===== config.mk =====
export PLATFORM = sky130hd
export DESIGN_NAME = fc_layer_sched
export DESIGN_NICKNAME = d
export VERILOG_FILES = /design/src/rtl/fc_layer_sched.sv
export SDC_FILE = /design/constraint.sdc
export NUM_CORES = 1
export LEC_CHECK = 0
export ABC_AREA = 1
export BUFFER_PORTS_ARGS = -buffer_cell sky130_fd_sc_hd__buf_2
export CAP_MARGIN = 20
export CORE_ASPECT_RATIO = 1.75
export CORE_UTILIZATION = 27
export DETAILED_ROUTE_END_ITERATION = 10
export GPL_TIMING_DRIVEN = 1
export PLACE_DENSITY = 0.49
export SYNTH_ARGS = -nofsm -noshare
export SYNTH_HDL_FRONTEND = slang
export SYNTH_SLANG_ARGS = --single-unit

===== constraint.sdc =====
create_clock -name clk -period 6.7 [get_ports clk]
set_input_delay 0.67 -clock clk [delete_from_list [all_inputs] [get_ports clk]]
set_output_delay 0.67 -clock clk [all_outputs]
set_load 0.01 [all_outputs]

===== src/rtl/fc_layer_sched.sv =====
// fc_layer_sched: batch issue and result sequencer for the
// 16-lane dot-product engine in FC and LSTM-gate layers.
module fc_layer_sched #(
  parameter int DW              = 16,
  parameter int AW              = 12,
  parameter int CW              = 8,
  parameter int GUARD           = 4,
  parameter int BIAS_FIFO_DEPTH = 16
) (
  input  logic          clk,
  input  logic          rst_n,
  input  logic          start,
  input  logic [CW-1:0] cfg_in_batches,
  input  logic [CW-1:0] cfg_out_neurons,
  input  logic          cfg_relu,
  input  logic          cfg_extend,
  output logic          busy,
  output logic          done,
  output logic          rd_en,
  output logic [AW-1:0] feat_rd_addr,
  output logic [AW-1:0] weight_rd_addr,
  output logic          bias_rd_en,
  output logic [CW-1:0] bias_rd_addr,
  input  logic [DW-1:0] bias_rdata,
  output logic          cal_en,
  output logic          cal_extend_en,
  input  logic          cal_valid,
  input  logic [DW-1:0] cal_sum,
  output logic          res_we,
  output logic [CW-1:0] res_addr,
  output logic [DW-1:0] res_data
);

  localparam int AccW = DW + GUARD;
  localparam int SumW = AccW + 1;
  localparam int PW   = $clog2(BIAS_FIFO_DEPTH);
  localparam int PCW  = 2 * CW + 1;

  localparam logic signed [SumW-1:0] SMAX =
    {{(SumW-DW+1){1'b0}}, {(DW-1){1'b1}}};
  localparam logic signed [SumW-1:0] SMIN =
    {{(SumW-DW+1){1'b1}}, {(DW-1){1'b0}}};

  typedef enum logic [1:0] {
    S_IDLE,
    S_ISSUE,
    S_DRAIN,
    S_FINISH
  } state_t;

  state_t r_state;
  state_t w_next;

  logic [CW-1:0] r_k;
  logic [CW-1:0] r_n;
  logic          r_relu;
  logic          r_extend;
  logic [CW-1:0] r_b;
  logic [CW-1:0] r_ni;
  logic [AW-1:0] r_waddr;
  logic          r_cal_en;
  logic          r_bias_push;
  logic [PCW-1:0] r_pend;
  logic [CW-1:0] r_rb;
  logic [CW-1:0] r_rn;
  logic signed [AccW-1:0] r_acc;
  logic [PW:0]   r_wptr;
  logic [PW:0]   r_rptr;
  logic [DW-1:0] r_bmem [BIAS_FIFO_DEPTH];
  logic          r_res_we;
  logic [CW-1:0] r_res_addr;
  logic [DW-1:0] r_res_data;
  logic          r_done;

  logic w_start;
  logic w_zero;
  logic w_issue;
  logic w_last_b;
  logic w_last_issue;
  logic w_acc;
  logic w_nb_done;
  logic w_last_fire;
  logic w_empty;
  logic signed [AccW-1:0] w_sext_sum;
  logic signed [AccW-1:0] w_acc_base;
  logic signed [AccW-1:0] w_acc_next;
  logic [DW-1:0] w_bias;
  logic signed [SumW-1:0] w_sum;
  logic [DW-1:0] w_sat;
  logic [DW-1:0] w_res;

  assign w_start  = (r_state == S_IDLE) && start;
  assign w_zero   = (cfg_in_batches == '0) ||
                    (cfg_out_neurons == '0);
  assign w_issue  = (r_state == S_ISSUE);
  assign w_last_b = (r_b == r_k - 1'b1);
  assign w_last_issue = w_issue && w_last_b &&
                        (r_ni == r_n - 1'b1);

  // Only returns that match an outstanding issue are counted.
  assign w_acc = cal_valid && busy && (r_pend != '0);
  assign w_nb_done = w_acc && (r_rb == r_k - 1'b1);
  assign w_last_fire = w_nb_done && (r_rn == r_n - 1'b1);

  assign busy = w_issue || (r_state == S_DRAIN);
  assign done = r_done;
  assign rd_en = w_issue;
  assign feat_rd_addr = w_issue ? AW'(r_b) : '0;
  assign weight_rd_addr = w_issue ? r_waddr : '0;
  assign bias_rd_en = w_issue && (r_b == '0);
  assign bias_rd_addr = w_issue ? r_ni : '0;
  assign cal_en = r_cal_en;
  assign cal_extend_en = r_extend;
  assign res_we = r_res_we;
  assign res_addr = r_res_addr;
  assign res_data = r_res_data;

  assign w_empty = (r_wptr == r_rptr);
  assign w_bias = r_bmem[r_rptr[PW-1:0]];

  assign w_sext_sum = {{GUARD{cal_sum[DW-1]}}, cal_sum};
  assign w_acc_base = (r_rb == '0) ? '0 : r_acc;
  assign w_acc_next = w_acc_base + w_sext_sum;
  assign w_sum = {w_acc_next[AccW-1], w_acc_next} +
                 {{(SumW-DW){w_bias[DW-1]}}, w_bias};

  // Saturate neuron total to DW, then optional ReLU.
  always_comb begin
    w_sat = w_sum[DW-1:0];
    if (w_sum > SMAX) begin
      w_sat = {1'b0, {(DW-1){1'b1}}};
    end else if (w_sum < SMIN) begin
      w_sat = {1'b1, {(DW-1){1'b0}}};
    end
    w_res = (r_relu && w_sat[DW-1]) ? '0 : w_sat;
  end

  // State register.
  always_ff @(posedge clk or negedge rst_n) begin
    if (!rst_n) r_state <= S_IDLE;
    else        r_state <= w_next;
  end

  // Next-state logic.
  always_comb begin
    w_next = r_state;
    unique case (r_state)
      S_IDLE: begin
        if (start) w_next = w_zero ? S_FINISH : S_ISSUE;
      end
      S_ISSUE: begin
        if (w_last_issue) w_next = S_DRAIN;
      end
      S_DRAIN: begin
        if (w_last_fire || (r_rn == r_n)) w_next = S_FINISH;
      end
      S_FINISH: w_next = S_IDLE;
      default:  w_next = S_IDLE;
    endcase
  end

  // Config latch and issue-side batch/neuron/address counters.
  always_ff @(posedge clk or negedge rst_n) begin
    if (!rst_n) begin
      r_k      <= '0;
      r_n      <= '0;
      r_relu   <= 1'b0;
      r_extend <= 1'b0;
      r_b      <= '0;
      r_ni     <= '0;
      r_waddr  <= '0;
    end else if (w_start) begin
      r_k      <= cfg_in_batches;
      r_n      <= cfg_out_neurons;
      r_relu   <= cfg_relu;
      r_extend <= cfg_extend;
      r_b      <= '0;
      r_ni     <= '0;
      r_waddr  <= '0;
    end else if (w_issue) begin
      r_waddr <= r_waddr + 1'b1;
      if (w_last_b) begin
        r_b  <= '0;
        r_ni <= r_ni + 1'b1;
      end else begin
        r_b <= r_b + 1'b1;
      end
    end
  end

  // BRAM-latency delays and the outstanding-batch count.
  always_ff @(posedge clk or negedge rst_n) begin
    if (!rst_n) begin
      r_cal_en    <= 1'b0;
      r_bias_push <= 1'b0;
      r_pend      <= '0;
    end else begin
      r_cal_en    <= rd_en;
      r_bias_push <= bias_rd_en;
      if (w_start) begin
        r_pend <= '0;
      end else begin
        r_pend <= r_pend + {{(PCW-1){1'b0}}, w_issue}
                         - {{(PCW-1){1'b0}}, w_acc};
      end
    end
  end

  // Bias FIFO pointers: push on returning bias, pop per neuron.
  always_ff @(posedge clk or negedge rst_n) begin
    if (!rst_n) begin
      r_wptr <= '0;
      r_rptr <= '0;
    end else if (w_start) begin
      r_wptr <= '0;
      r_rptr <= '0;
    end else begin
      if (r_bias_push) r_wptr <= r_wptr + 1'b1;
      if (w_nb_done)   r_rptr <= r_rptr + 1'b1;
    end
  end

  // Bias FIFO storage.
  always_ff @(posedge clk) begin
    if (r_bias_push) r_bmem[r_wptr[PW-1:0]] <= bias_rdata;
  end

  // Return-side counters and the channel-sum accumulator.
  always_ff @(posedge clk or negedge rst_n) begin
    if (!rst_n) begin
      r_rb  <= '0;
      r_rn  <= '0;
      r_acc <= '0;
    end else if (w_start) begin
      r_rb  <= '0;
      r_rn  <= '0;
      r_acc <= '0;
    end else if (w_acc) begin
      r_acc <= w_acc_next;
      if (w_nb_done) begin
        r_rb <= '0;
        r_rn <= r_rn + 1'b1;
      end else begin
        r_rb <= r_rb + 1'b1;
      end
    end
  end

  // Result write port and end-of-layer pulse.
  always_ff @(posedge clk or negedge rst_n) begin
    if (!rst_n) begin
      r_res_we   <= 1'b0;
      r_res_addr <= '0;
      r_res_data <= '0;
      r_done     <= 1'b0;
    end else begin
      r_res_we <= w_nb_done;
      r_done   <= (r_state == S_FINISH);
      if (w_nb_done) begin
        r_res_addr <= r_rn;
        r_res_data <= w_res;
      end
    end
  end

  a_no_empty_pop: assert property (
    @(posedge clk) disable iff (!rst_n)
    !(w_nb_done && w_empty)
  );

endmodule

Yosys cells after proc, flatten, opt, wreduce, memory -nomap -nowiden --
Memory sizes are Yosys's and may differ from the RTL's. Cells that the tools add are included.
Word-level totals: bits in writable memories 256, output and inout bits 63, logic and storage cells 108, memories 1, input port bits 54, register bits after elaboration 139
Memories:
- r_bmem | words 16, bits a word 16, rd ports 1, clocked after memory_dff 0, wr ports 1, line 69 | logic [DW-1:0] r_bmem [BIAS_FIFO_DEPTH];
Operators by class: muxes and demuxes 35, reductions and logical operators 26, equality and inequality tests 11, add/sub/neg operators 13, order comparisons 2
Operator list (count):
- $mux 8 | 14
- $mux 20 | 3
- $mux 16 | 3
- $eq 8x8->1 | 5
- $mux 12 | 3
- $add 8x1->8 const B | 4
- $logic_not 8->1 | 4
- $add 20x16->21 | 1
- $gt 21x16->1 const B | 1
- $lt 21x16->1 const B | 1
- $add 20x16->20 | 1
- $mux 5 | 4
- $add 17x1->17 | 1
- $mux 17 | 1
- $reduce_bool 17->1 | 1
- $sub 17x1->17 | 1
- $sub 8x1->8 const B | 2
- $add 12x1->12 const B | 1
- $add 5x1->5 const B | 2
- $reduce_bool 2->1 | 5
- $logic_and 1x1->1 | 9
- $mux 2 | 4
- $pmux 2 s4 | 1
- $eq 2x2->1 const B | 2
- other kinds (8) | 13

Depth between registers and ports, before layout --
Gate-level depths: netlist of run 1.
word-level depth 9, depth in mapped cells 33, depth with buffers taken out 31

Worst setup path before layout of run 1 --
Ideal clock, no wire load.
path type register to register, start reg r_rb[0], end reg r_res_data[10], in the netlist res_data[10], clock period less this slack 4.562 ns, arrival 4.439 ns, library setup time 0.123 ns, slack 2.138 ns, required time 6.577 ns, path buffers 3, stages on the path, launching flop included 29, path through dfrtp_1 -> inv_1 -> ha_1 -> nand2_1 -> nor4_1 -> clkbuf_1 -> clkbuf_1 -> nor2_1 -> ha_1 -> a21oi_1 -> o21ai_0 -> o21bai_1 -> nand2_1 -> nand2_1 -> or2_2 -> and2_1 -> ha_1 -> nand2_1 -> nor2_1 -> inv_1 -> nor2_1 -> nand4_1 -> nand4_1 -> nand3_1 -> nand2_2 -> clkinv_2 -> nand3_4 -> buf_6 -> nand3_2
Between the ends: word-level cells in the longest chain between the ends 9, elaborated cells on any way between the ends 12, those cells by class 2 x add/sub; 2 x order compare; 1 x eq/ne; 4 x mux; 3 x reduce/logical
Ends and longest elaborated chain:
- start: declaration | line 64 | logic [CW-1:0] r_rb;
- start signal: assignment | line 244 | r_rb <= r_rb + 1'b1;
- $logic_not 8->1 | line 122 | assign w_acc_base = (r_rb == '0) ? '0 : r_acc;
- $mux 20 | line 122
- $add 20x16->20 | line 123 | assign w_acc_next = w_acc_base + w_sext_sum;
- $add 20x16->21 | line 124 | assign w_sum = {w_acc_next[AccW-1], w_acc_next} +
- $lt 21x16->1 | line 132 | end else if (w_sum < SMIN) begin
- $mux 16 | line 132
- $mux 16 | line 130 | if (w_sum > SMAX) begin
- $logic_and 1x1->1 | line 135 | w_res = (r_relu && w_sat[DW-1]) ? '0 : w_sat;
- $mux 16 | line 135
- end signal: assignment | line 261 | r_res_data <= w_res;
- end: declaration | line 72 | logic [DW-1:0] r_res_data;
Several ways; a longest one is shown, not always the timed one. A chain may end at the register's enable or synchronous reset.

Final worst setup path of run 1 --
start reg r_rb[0], end reg r_res_data[13], in the netlist res_data[13]
The elaborated chain is that of the path after synthesis.

==> results of run 1 <==
layout make-up:
type                    count  area, um^2  share of cell area (%)
multi-input cells        1472        8100                    34.4
diodes                      1        2.50                  0.0106
flip-flops and latches    393       11100                    47.2
clock buffers              54        1150                    4.88
well taps                 938        1170                    4.99
clock inverters            24         292                    1.24
repair buffers            149         870                    3.69
inverters                 221         832                    3.54
kinds of logic after synthesis:
family / share of synthesized area [%]
buffers and inverters: 5.83
AO/OA/AOI/OAI: 10.8
other: 0.0184
adder cells (fa/ha/maj): 5.40
AND/OR/NAND/NOR: 19.8
XOR/XNOR: 3.49
flip-flops: 54.7
worst register-to-register path: cells and delay by family, from the launching register on:
kind,cells,cell delay (ps)
compound gates,3,820
flops,1,420
fa+ha+maj,4,1150
simple gates,19,2120
xor+xnor,1,250
buf+inv,4,560
routing by layer:
layer  track usage, %  wire length, um  up-vias  share of wire (%)
li1                 -                -     7587                  -
met1             17.0            23200     7648                 37
met2             32.2            33700      394                 54
met3             2.79             2880      121                4.6
met4             6.39             2470       10                4.0
met5                0               57        -              0.091
worst max path at each step:
stage / startpoint / endpoint / slack [ps] / cells after the start
finish: r_rb[0] / res_data[13] / 1290 / 31
detailed placement: r_rb[0] / res_data[3] / 1320 / 28
CTS: r_rb[0] / res_data[13] / 1270 / 31
global placement: r_rb[0] / res_data[4] / 1470 / 31
floorplan: r_rb[0] / res_data[10] / 2140 / 28
global route: r_rb[0] / res_data[13] / 710 / 29
cells in the mapped netlist (all sizes together) (2+ instances only):
| library cell | n | area (um^2) |
|---|---|---|
| xnor3 | 2 | 45.0 |
| a21oi | 100 | 504 |
| fa | 3 | 60.1 |
| nor4 | 12 | 75.1 |
| dfrtp | 137 | 3430 |
| nor3 | 25 | 135 |
| o22ai | 14 | 87.6 |
| a21o | 4 | 30.0 |
| nand3b | 4 | 30.0 |
| a41oi | 8 | 70.1 |
| clkinv | 2 | 8.75 |
| ha | 83 | 1040 |
| edfxtp | 256 | 7690 |
| o221ai | 22 | 193 |
| buf | 15 | 104 |
| nor2 | 220 | 856 |
| a21boi | 3 | 22.5 |
| xor2 | 55 | 489 |
| o21bai | 8 | 60.1 |
| o21a | 8 | 60.1 |
| o211ai | 3 | 27.5 |
| xnor2 | 20 | 175 |
| nand3 | 142 | 773 |
| o21ai | 155 | 802 |
| and2 | 3 | 18.8 |
| a221o | 8 | 80.1 |
| a31oi | 25 | 156 |
| nand4 | 25 | 169 |
| nand2 | 495 | 1910 |
| inv | 219 | 822 |
| a221oi | 2 | 17.5 |
| clkbuf | 67 | 251 |
| o31ai | 5 | 42.5 |
| or2 | 7 | 43.8 |
power by group:
| group | switching (W) | internal [W] | total (W) |
|---|---|---|---|
| logic | 0.00296 | 0.00142 | 0.00438 |
| registers | 0.000245 | 0.00288 | 0.00312 |
| clock network | 0.00102 | 0.00142 | 0.00244 |
| total | 0.00422 | 0.00572 | 0.00994 |
state kept, by name, indices dropped and copies added, names as in the netlist, 12 cells and up:
| signal | cells |
|---|---|
| r_acc | 20 |
| r_bmem | 256 |
| r_pend | 17 |
| r_waddr | 12 |
| res_data | 16 |
metrics by stage:
stage	worst slack [ps]	util, %	hold WS [ps]	instance area [um^2]
after floorplan	2140	-	374	20300
after global placement	1470	29.7	457	22100
after detailed placement	1320	29.7	461	22100
after CTS	1270	31.6	94.7	23500
after global routing	710	31.7	118	23500
final	1290	31.7	65.0	23500
==> key figures, run 1 <==
Job
  • Max-cap check violation count: 0

Setup path
  • Critical Path End Type: flip-flop
  • R2r endpoint: res_data[13]
  • Critical path required time: 7200 ps
  • Reg2reg start: r_rb[0]
  • Critical Path Max Stage Delay: 500 ps
  • CP arrival: 5910 ps
  • Setup slack, reg-to-reg: 1290 ps
  • Worst path slowest cell: a21boi_0
  • Cell depth of the worst flop-to-flop path: 31
  • Critical path's top delay family: simple AND/OR/NAND/NOR gates
  • Worst Setup Start Kind: flip-flop
  • Crit-path most repeated cell: nand2_1
  • Kind of critical path: reg2reg
  • CP max FO: 20
  • Crit path buffers/inverters: 4

Cells and area
  • Most common cell after layout, fill and taps aside: nand2_1
  • Layout cells sized above 1: 13.0%
  • Final Net Count: 2420
  • Final Non-Filler Cells: 3252
  • Most frequent cells in the layout: nand2_1 (478), edfxtp_1 (256), inv_1 (213), nor2_1 (197), o21ai_0 (140)
  • Filler instances: 7791
  • Area grow syn2layout: 15.8%

Detailed routing
  • DR DRC count: 0
  • Vias per cell: just under 5
  • Routed wire length: 62300 um
  • Iteration-0 DRC Markers: 1019
  • Drt pass-1 iters: 6
  • DRT antenna net count: 0
  • Wire length per cell: 19.2 um
  • Detailed-route via count: approximately 16000

Clock network
  • Clock root cell: clkbuf_16
  • Clock Sinks: about 390
  • CTS clk-pin slew, worst paths: ~60 ps
  • Post-CTS setup-driven buffer insertion count: 0
  • Num CTS Buffers: 43
  • Clk_lat worst skew: 590 ps
  • CTS Hold Bufs: 0
  • CTS tree: done
  • Max Buffers Root-to-Sink: 3
  • PostCTS Resize Cnt: 0
  • # H-tree levels: 2

Synth
  • Syn avg cell area: 9.39 um^2
  • Ys Warns: 0
  • Sequential fraction of the synthesis area: 54.7%
  • Async S/R FF share, synth: a little over a third
  • Post-synthesis cell area: a little over 20000 um^2
  • Post-synth EDFFs: 256
  • Synth cell types: between 60 and 70
  • Predominant post-synthesis flop cell: edfxtp_1
  • Synthesized netlist cell count: 2165
  • Yosys reg bits: 393

Global route
  • Vias in the first global route: 16100
  • GR Util All Layers: roughly 16%
  • Global-route wire length before repair: 94500 um
  • Largest net degree at the start of global routing: 85
  • Initial antenna violation count: 10
  • Overflow after GRT: 0

Timing
  • Slew HR: 34.6%
  • RSZ-0062 raised after global routing: no
  • Fin crit share: 80.7%
  • Final Hold Fails: 0
  • Max Slew Vio Count: 0
  • Final Critical Period: 5410 ps
  • Post-route clock skew: 20.7 ps
  • Pin slew with the least headroom to its limit: approximately 980 ps
  • Post-route setup TNS: 0 ps
  • Fmax: 185 MHz
  • Final setup fails: 0

Floorplanning
  • Die width: between 200 and 250 um
  • Initial Utilization: 27.4%
  • # rows: 132
  • I/O pins: 117
  • DIE AREA: 76400 um^2
  • Core ar.: 74300 um^2
  • Die Y: approximately 370 um

Placed design
  • Final HPWL DP: 44200 um
  • Final Wtd Congestion: 0.910
  • Port bufs: approximately 110
  • Cells after DPL: 3172

Run status
  • Status: complete, no violations

Power and ir drop
  • Worst vdd ir: 0.206 mV
  • Pleak: 10.1 nW
  • Power per standard cell area: roughly 420 nW/um^2
  • Tot Pwr: 0.00994 W

Worst hold path
  • HP Class: in2async
Power figures use the tool's default switching activity.
==> run 2: changes to the inputs <==
--- a/config.mk
+++ b/config.mk
@@ -5,7 +5,7 @@
 export SDC_FILE = /design/constraint.sdc
 export NUM_CORES = 1
 export LEC_CHECK = 0
-export ABC_AREA = 1
+export ABC_AREA = 0
 export BUFFER_PORTS_ARGS = -buffer_cell sky130_fd_sc_hd__buf_2
 export CAP_MARGIN = 20
 export CORE_ASPECT_RATIO = 1.75
==> constraint.sdc (replaced) <==
create_clock -name clk -period 5.6 [get_ports clk]
set_input_delay 0.56 -clock clk [delete_from_list [all_inputs] [get_ports clk]]
set_output_delay 0.56 -clock clk [all_outputs]
set_load 0.01 [all_outputs]
==> run 2 against run 1 <==
  * Critical path depth shrank 6
  * Sequential share of layout area shrank 0.84 points
  * Via count shrank 15%
==> key figures, run 2 <==
Setup path
  • Critical path required time: 6060 ps (-1140 ps)
  • CP arrival: 5760 ps (-150 ps)
  • CP max FO: 7 (-65%)
  • Worst Setup Start Kind: flip-flop
  • Critical Path End Type: flip-flop
  • Kind of critical path: reg2reg

Clock network
  • Max Buffers Root-to-Sink: 3 (unchanged)
  • # H-tree levels: 2 (unchanged)
  • CTS clk-pin slew, worst paths: 70 ps (about the same)
  • CTS tree: done
  • Num CTS Buffers: 42 (-2.3%)
  • Clk_lat worst skew: 590 ps (about the same)
  • Clock Sinks: 393 (unchanged)
  • Clock root cell: clkbuf_16

Detailed routing
  • Detailed-route via count: 13400 (-15%)
  • Iteration-0 DRC Markers: 606 (-41%)
  • Wire length per cell: 20.0 um (+4.2%)
  • Drt pass-1 iters: 5 (-1)
  • Routed wire length: 55700 um (-11%)
  • DRT antenna net count: 0 (unchanged)
  • Vias per cell: 4.79 (-1.1%)
  • DR DRC count: 0 (unchanged)

Placed design
  • Pre-CTS setup slack: -597 ps (-1910 ps)
  • Final Wtd Congestion: 0.898 (-1.3%)
  • Port bufs: 112 (unchanged)
  • Final HPWL DP: 38700 um (-12%)
  • Cells after DPL: 2704 (-15%)

Synth
  • Top post-synthesis cells by area: edfxtp_1 (39%), dfrtp_1 (17%), ha_1 (5.3%)
  • Async S/R FF share, synth: 34.9% (unchanged)
  • Top-count cell post-synth: edfxtp_1
  • Top cell types by occurrence after synthesis: edfxtp_1 (256), nand2_1 (155), dfrtp_1 (137), nor2_1 (113), a21oi_1 (99)
  • Ys Warns: 0 (unchanged)
  • Predominant post-synthesis flop cell: edfxtp_1
  • Synthesized netlist cell count: 1612 (-26%)
  • Sequential fraction of the synthesis area: 56.6% (+1.9 points)
  • Synth cell types: 79 (+30%)
  • Post-synthesis cell area: 19700 um^2 (-3.4%)
  • Post-synth EDFFs: 256 (unchanged)
  • Yosys reg bits: 393 (unchanged)
  • Syn avg cell area: 12.2 um^2 (+30%)
  • Synth top area share: 39.1% (+1.3 points)
  • Largest area contributor in the netlist: edfxtp_1

Timing
  • Final setup fails: 0 (unchanged)
  • Post-route clock skew: 29.9 ps (+9.11 ps)
  • Max Slew Vio Count: 0 (unchanged)
  • Final Critical Period: 5300 ps (-105 ps)
  • Pin slew with the least headroom to its limit: 875 ps (-105 ps)
  • Fin crit share: 94.7% (+14 points)
  • Fmax: 189 MHz (+2.0%)
  • Slew HR: 41.6% (+7.0 points)
  • Post-route setup slack: 298 ps (-995 ps)
  • Post-route setup TNS: 0 ps (unchanged)
  • Final Hold Fails: 0 (unchanged)

Floorplanning
  • Initial Utilization: 27.3% (about the same)
  • DIE AREA: 73900 um^2 (-3.3%)
  • Die width: 206 um (-1.7%)
  • I/O pins: 117 (unchanged)
  • # rows: 130 (-1.5%)
  • Die Y: 359 um (-1.7%)
  • Core ar.: 71900 um^2 (-3.3%)

Job
  • Max-cap check violation count: 0 (unchanged)

Cells and area
  • Seq. cell area: 11100 um^2 (unchanged)
  • Filler instances: 7200 (-7.6%)
  • Area grow syn2layout: 21.9%
  • Multi-input gate area: 8390 um^2 (+3.6%)
  • Antenna diodes: 0 (-1)
  • Max reg flops: 256 (unchanged)
  • Most frequent cells in the layout: edfxtp_1 (256), nand2_1 (153), dfrtp_1 (136), buf_4 (129), buf_2 (111)
  • Final Non-Filler Cells: 2787 (-14%)
  • Final Net Count: 1970 (-19%)
  • Layout cells sized above 1: 23.9% (+11 points)
  • Most common cell after layout, fill and taps aside: edfxtp_1

Run status
  • Status: complete, no violations

Global route
  • Largest net degree at the start of global routing: 79 (-7.1%)
  • Vias in the first global route: 13800 (-14%)
  • Initial antenna violation count: 2 (-8)
  • Global-route wire length before repair: 83600 um (-12%)
  • Overflow after GRT: 0 (unchanged)
  • GR Util All Layers: 15.1% (-1.3 points)

Worst hold path
  • HP Class: in2reg

Power and ir drop
  • Worst vdd ir: 0.259 mV (+26%)
  • Power per standard cell area: 544 nW/um^2 (+29%)
  • Pleak: 9.41 nW (-6.4%)
## run 2: worst max-delay path, stage by stage (launching register included)
cell	delay [ps]
dfrtp_1	380
inv_1	60
ha_1	140
nor4b_4	220
nand2_2	130
buf_4	160
and2_1	150
ha_1	310
and3_1	170
a221o_1	370
o211ai_1	240
inv_1	80
a31oi_2	230
xnor2_2	170
ha_4	250
buf_4	140
nand2_1	50
o21ai_1	110
a2111oi_4	420
o31ai_2	170
xnor2_1	340
and4b_1	290
a31oi_2	140
buf_4	190
mux2i_1	180
o21ai_2	80
## run 2: worst paths after layout
check	from	endpoint	slack (ps)	cells after the start
min reg2reg	cal_extend_en	cal_extend_en	480	2
min	cfg_extend	cal_extend_en	170	3
min in group asynchronous	rst_n	r_pend[13]	530	2
max reg2reg	r_rb[0]	res_data[8]	300	25
max in group asynchronous	rst_n	r_rptr[0]	4000	3
max	r_rb[0]	res_data[8]	300	25
## run 2: layout make-up
cell class                 count  area share [%]
multi-input combinational   1098            35.0
tap                          924            4.82
clock buffer                  45            4.52
timing repair buffer         247            6.87
sequential                   393            46.4
clock inverter                32            1.61
inverter                      48           0.752
## run 2: per-layer routing
| metal | track usage, % | part of all wire [%] | wire, um |
|---|---|---|---|
| met3 | 2.40 | 3.8 | 2140 |
| met4 | 5.35 | 3.7 | 2070 |
| met1 | 15.7 | 36 | 20300 |
| met2 | 29.6 | 56 | 31100 |
| met5 | 0 | 0.018 | 10 |
## run 2: timing repair
item,CTS,global route
pin swaps,1,22
hold endpoints to repair,42,0
gates resized for setup,5,38
buffers inserted,0,5
endpoints found under the setup margin,14,15
hold buffers,1,0
## run 2: power by group
group | switching [W] | internal [W]
sequential | 0.000321 | 0.00347
combinational | 0.00343 | 0.00284
clock | 0.00128 | 0.00171
total | 0.00503 | 0.00801
## run 2: cells by family (layout without fill, tap and decap cells)
family,Yosys count,count (layout),share of synthesized area [%]
AO/OA/AOI/OAI,292,292,9.26
XOR/XNOR,119,119,5.83
adder cells (fa/ha/maj),86,86,5.59
buffers and inverters,124,372,2.49
flip-flops,393,393,56.6
multiplexers,119,119,8.25
other,1,4,0.0191
AND/OR/NAND/NOR,478,478,12.0
## run 2: through the flow
step | utilization (%) | hold WS [ps] | cell area, um^2 | power [W]
6_report | 33.3 | 169 | 24000 | 0.0130
5_1_grt | 33.3 | 161 | 24000 | 0.0139
3_5_place_dp | 30.9 | 468 | 22200 | 0.00979
2_1_floorplan | - | 264 | 19700 | 0.00762
3_3_place_gp | 30.9 | 465 | 22200 | 0.00971
4_1_cts | 32.9 | 141 | 23700 | 0.0129
==> run 3: changes to the inputs <==
--- a/config.mk
+++ b/config.mk
@@ -5,7 +5,7 @@
 export SDC_FILE = /design/constraint.sdc
 export NUM_CORES = 1
 export LEC_CHECK = 0
-export ABC_AREA = 0
+export ABC_AREA = 1
 export BUFFER_PORTS_ARGS = -buffer_cell sky130_fd_sc_hd__buf_2
 export CAP_MARGIN = 20
 export CORE_ASPECT_RATIO = 1.75
==> run 3 against run 2 <==
  * Largest power group unchanged
  * Clock power is 4% lower
  * Combinational power fell by 15%
  * Largest cell class unchanged
  * Sequential share of layout area rose by 0.70 points
  * Highest routed layer unchanged
==> key figures, run 3 (synthesis gave the netlist of run 1 again) <==
Run status
  • Status: complete, no violations

Cells and area
  • Max reg flops: 256 (unchanged)
  • Most common cell after layout, fill and taps aside: nand2_1
  • Final Net Count: 2430 (+23%)
  • Layout cells sized above 1: 13.3% (-11 points)
  • Area grow syn2layout: 16.1%
  • Most frequent cells in the layout: nand2_1 (477), edfxtp_1 (256), inv_1 (214), nor2_1 (197), o21ai_0 (140)

Placed design
  • Final Wtd Congestion: 0.862 (-4.0%)
  • Port bufs: 112 (unchanged)
  • Final HPWL DP: 44100 um (+14%)

Clock network
  • Clock Sinks: 393 (unchanged)
  • CTS clk-pin slew, worst paths: 60 ps (about the same)
  • Max Buffers Root-to-Sink: 3 (unchanged)
  • Num CTS Buffers: 45 (+7.1%)
  • Clock root cell: clkbuf_16
  • Clk_lat worst skew: 600 ps (about the same)
  • CTS tree: done
  • # H-tree levels: 2 (unchanged)

Timing
  • Post-route setup TNS: 0 ps (unchanged)
  • Slew HR: 32.8% (-8.8 points)
  • Pin slew with the least headroom to its limit: 1010 ps (+133 ps)
  • Max Slew Vio Count: 0 (unchanged)
  • Minimum hold slack: 36.5 ps (-133 ps)
  • Final setup fails: 0 (unchanged)
  • Fin crit share: 90.0% (-4.6 points)
  • Post-route clock skew: 35.1 ps (+5.25 ps)
  • Final Hold Fails: 0 (unchanged)
  • Fmax: 198 MHz (+5.2%)
  • Final Critical Period: 5040 ps (-260 ps)

Floorplanning
  • I/O pins: 117 (unchanged)
  • Die width: 209 um (+1.7%)
  • # rows: 132 (+1.5%)
  • Die Y: 365 um (+1.7%)
  • Initial Utilization: 27.4% (about the same)
  • Core ar.: 74300 um^2 (+3.4%)
  • DIE AREA: 76400 um^2 (+3.4%)

Power and ir drop
  • Worst vdd ir: 0.269 mV (+3.7%)
  • Logic pwr share: 44.8% (-3.2 points)
  • Switching power: 0.00508 W (+1.0%)
  • Pleak: 10.1 nW (+7.1%)
  • Sw Share: 42.7% (+4.1 points)
  • Clock power frac: 24.1% (+1.2 points)
  • Pint: 0.00682 W (-15%)
  • Power per standard cell area: 504 nW/um^2 (-7.4%)
  • Part of the power in registers: 31.1% (+2.1 points)

Detailed routing
  • Detailed-route via count: 15800 (+18%)
  • Wire length per cell: 19.2 um (-3.7%)
  • DRT antenna net count: 0 (unchanged)
  • Routed wire length: 62800 um (+13%)
  • Drt pass-1 iters: 5 (unchanged)
  • DR DRC count: 0 (unchanged)
  • Vias per cell: 4.85 (+1.1%)
  • Iteration-0 DRC Markers: 860 (+42%)

Setup path
  • Critical Path Max Stage Delay: 420 ps (about the same)
  • Reg2reg start: r_rb[0]
  • CP max FO: 12 (+5)
  • Cell depth of the worst flop-to-flop path: 31 (+24%)
  • Worst Setup Start Kind: flip-flop
  • Setup slack, reg-to-reg: 560 ps (+260 ps)
  • Crit-path most repeated cell: nand2_1
  • Critical path required time: 6050 ps (about the same)
  • R2r endpoint: res_data[5]
  • Critical Path End Type: flip-flop
  • End of the critical path: res_data[5]
  • CP arrival: 5490 ps (-270 ps)
  • Worst path slowest cell: dfrtp_1
  • Kind of critical path: reg2reg
  • CP Launch Point: r_rb[0]

Global route
  • GR Util met1: 17.3% (+1.7 points)
  • GR Util All Layers: 16.4% (+1.3 points)
  • Overflow after GRT: 0 (unchanged)
  • Vias in the first global route: 16000 (+16%)
  • Gr busiest metal: met2
  • Largest net degree at the start of global routing: 131 (+66%)
  • Global-route wire length before repair: 95300 um (+14%)
  • Global routing usage on met3: 2.99% (+0.59 points)
  • Met2 usage: 31.9% (+2.3 points)
  • Initial antenna violation count: 8 (+6)

Job
  • Max-cap check violation count: 0 (unchanged)

Worst hold path
  • HP Class: in2async
==> run 3: cell types whose count changed in the layout (fill, tap and decap cells not counted), sizes merged, moves of 24 or more <==
cell and change:
mux2 -24, mux4 -32, xnor2 -43, buf -90, nor2 +107, nand3 +114
o21ai +82, mux2i -63, and2 -49, nand2 +340, inv +169
==> run 3: cell type report <==
cell class                      count  area, um^2
Timing Repair Buffer              156         935
Clock buffer                       61        1230
Multi-Input combinational cell   1473        8140
Inverter                          221         833
Sequential cell                   393       11100
Fill cell                        7769       50700
Tap cell                          938        1170
Clock inverter                     19         178
Antenna cell                        1        2.50
==> run 3: worst max-delay path, delay by kind of cell, from the launching register on <==
family | cells | cell delay (ps)
flip-flops | 1 | 420
XOR/XNOR | 1 | 170
AND/OR/NAND/NOR | 18 | 1960
buffers and inverters | 5 | 580
adder cells (fa/ha/maj) | 4 | 1170
AO/OA/AOI/OAI | 3 | 580
==> run 3: timing repair <==
item,in CTS,in global routing
buffers inserted,0,1
hold buffers,0,0
resized for setup,0,9
endpoints found under the setup margin,0,15
==> run 3: metal layers <==
metal,wire length [um],vias to the layer above
li1,-,7611
met1,23300,7688
met3,2890,122
met5,32,-
met2,34200,379
met4,2340,6
==> run 3: worst min-delay path by stage <==
stage	slack [ps]	cells after the start	startpoint	end
after global placement	460	1	r_waddr[11]	r_waddr[11]
after detailed placement	460	2	res_data[2]	res_data[2]
after global routing	100	1	rst_n	r_acc[19]
after CTS	90	1	rst_n	r_acc[19]
after floorplan	260	0	rst_n	cal_en
final	40	1	rst_n	r_acc[19]
==> run 3: stage by stage <==
step	power [W]	setup WS (ps)	area [um^2]	util [%]	instances
after CTS	0.0120	309	23500	31.7	3258
final	0.0119	559	23600	31.8	3262
after global routing	0.0128	-9.85	23600	31.8	3262
after global placement	0.00904	415	22100	29.8	3178
after floorplan	0.00743	1040	20300	-	2168
after detailed placement	0.00907	372	22100	29.8	3178
==> run 3: power groups by stage <==
| stage | sequential (W) | combinational [W] | clock, W |
|---|---|---|---|
| 2_1_floorplan | 0.00368 | 0.00375 | 0 |
| 3_3_place_gp | 0.00375 | 0.00528 | 0 |
| 3_5_place_dp | 0.00376 | 0.00531 | 0 |
| 4_1_cts | 0.00370 | 0.00535 | 0.00295 |
| 5_1_grt | 0.00375 | 0.00603 | 0.00304 |
| 6_report | 0.00370 | 0.00533 | 0.00287 |
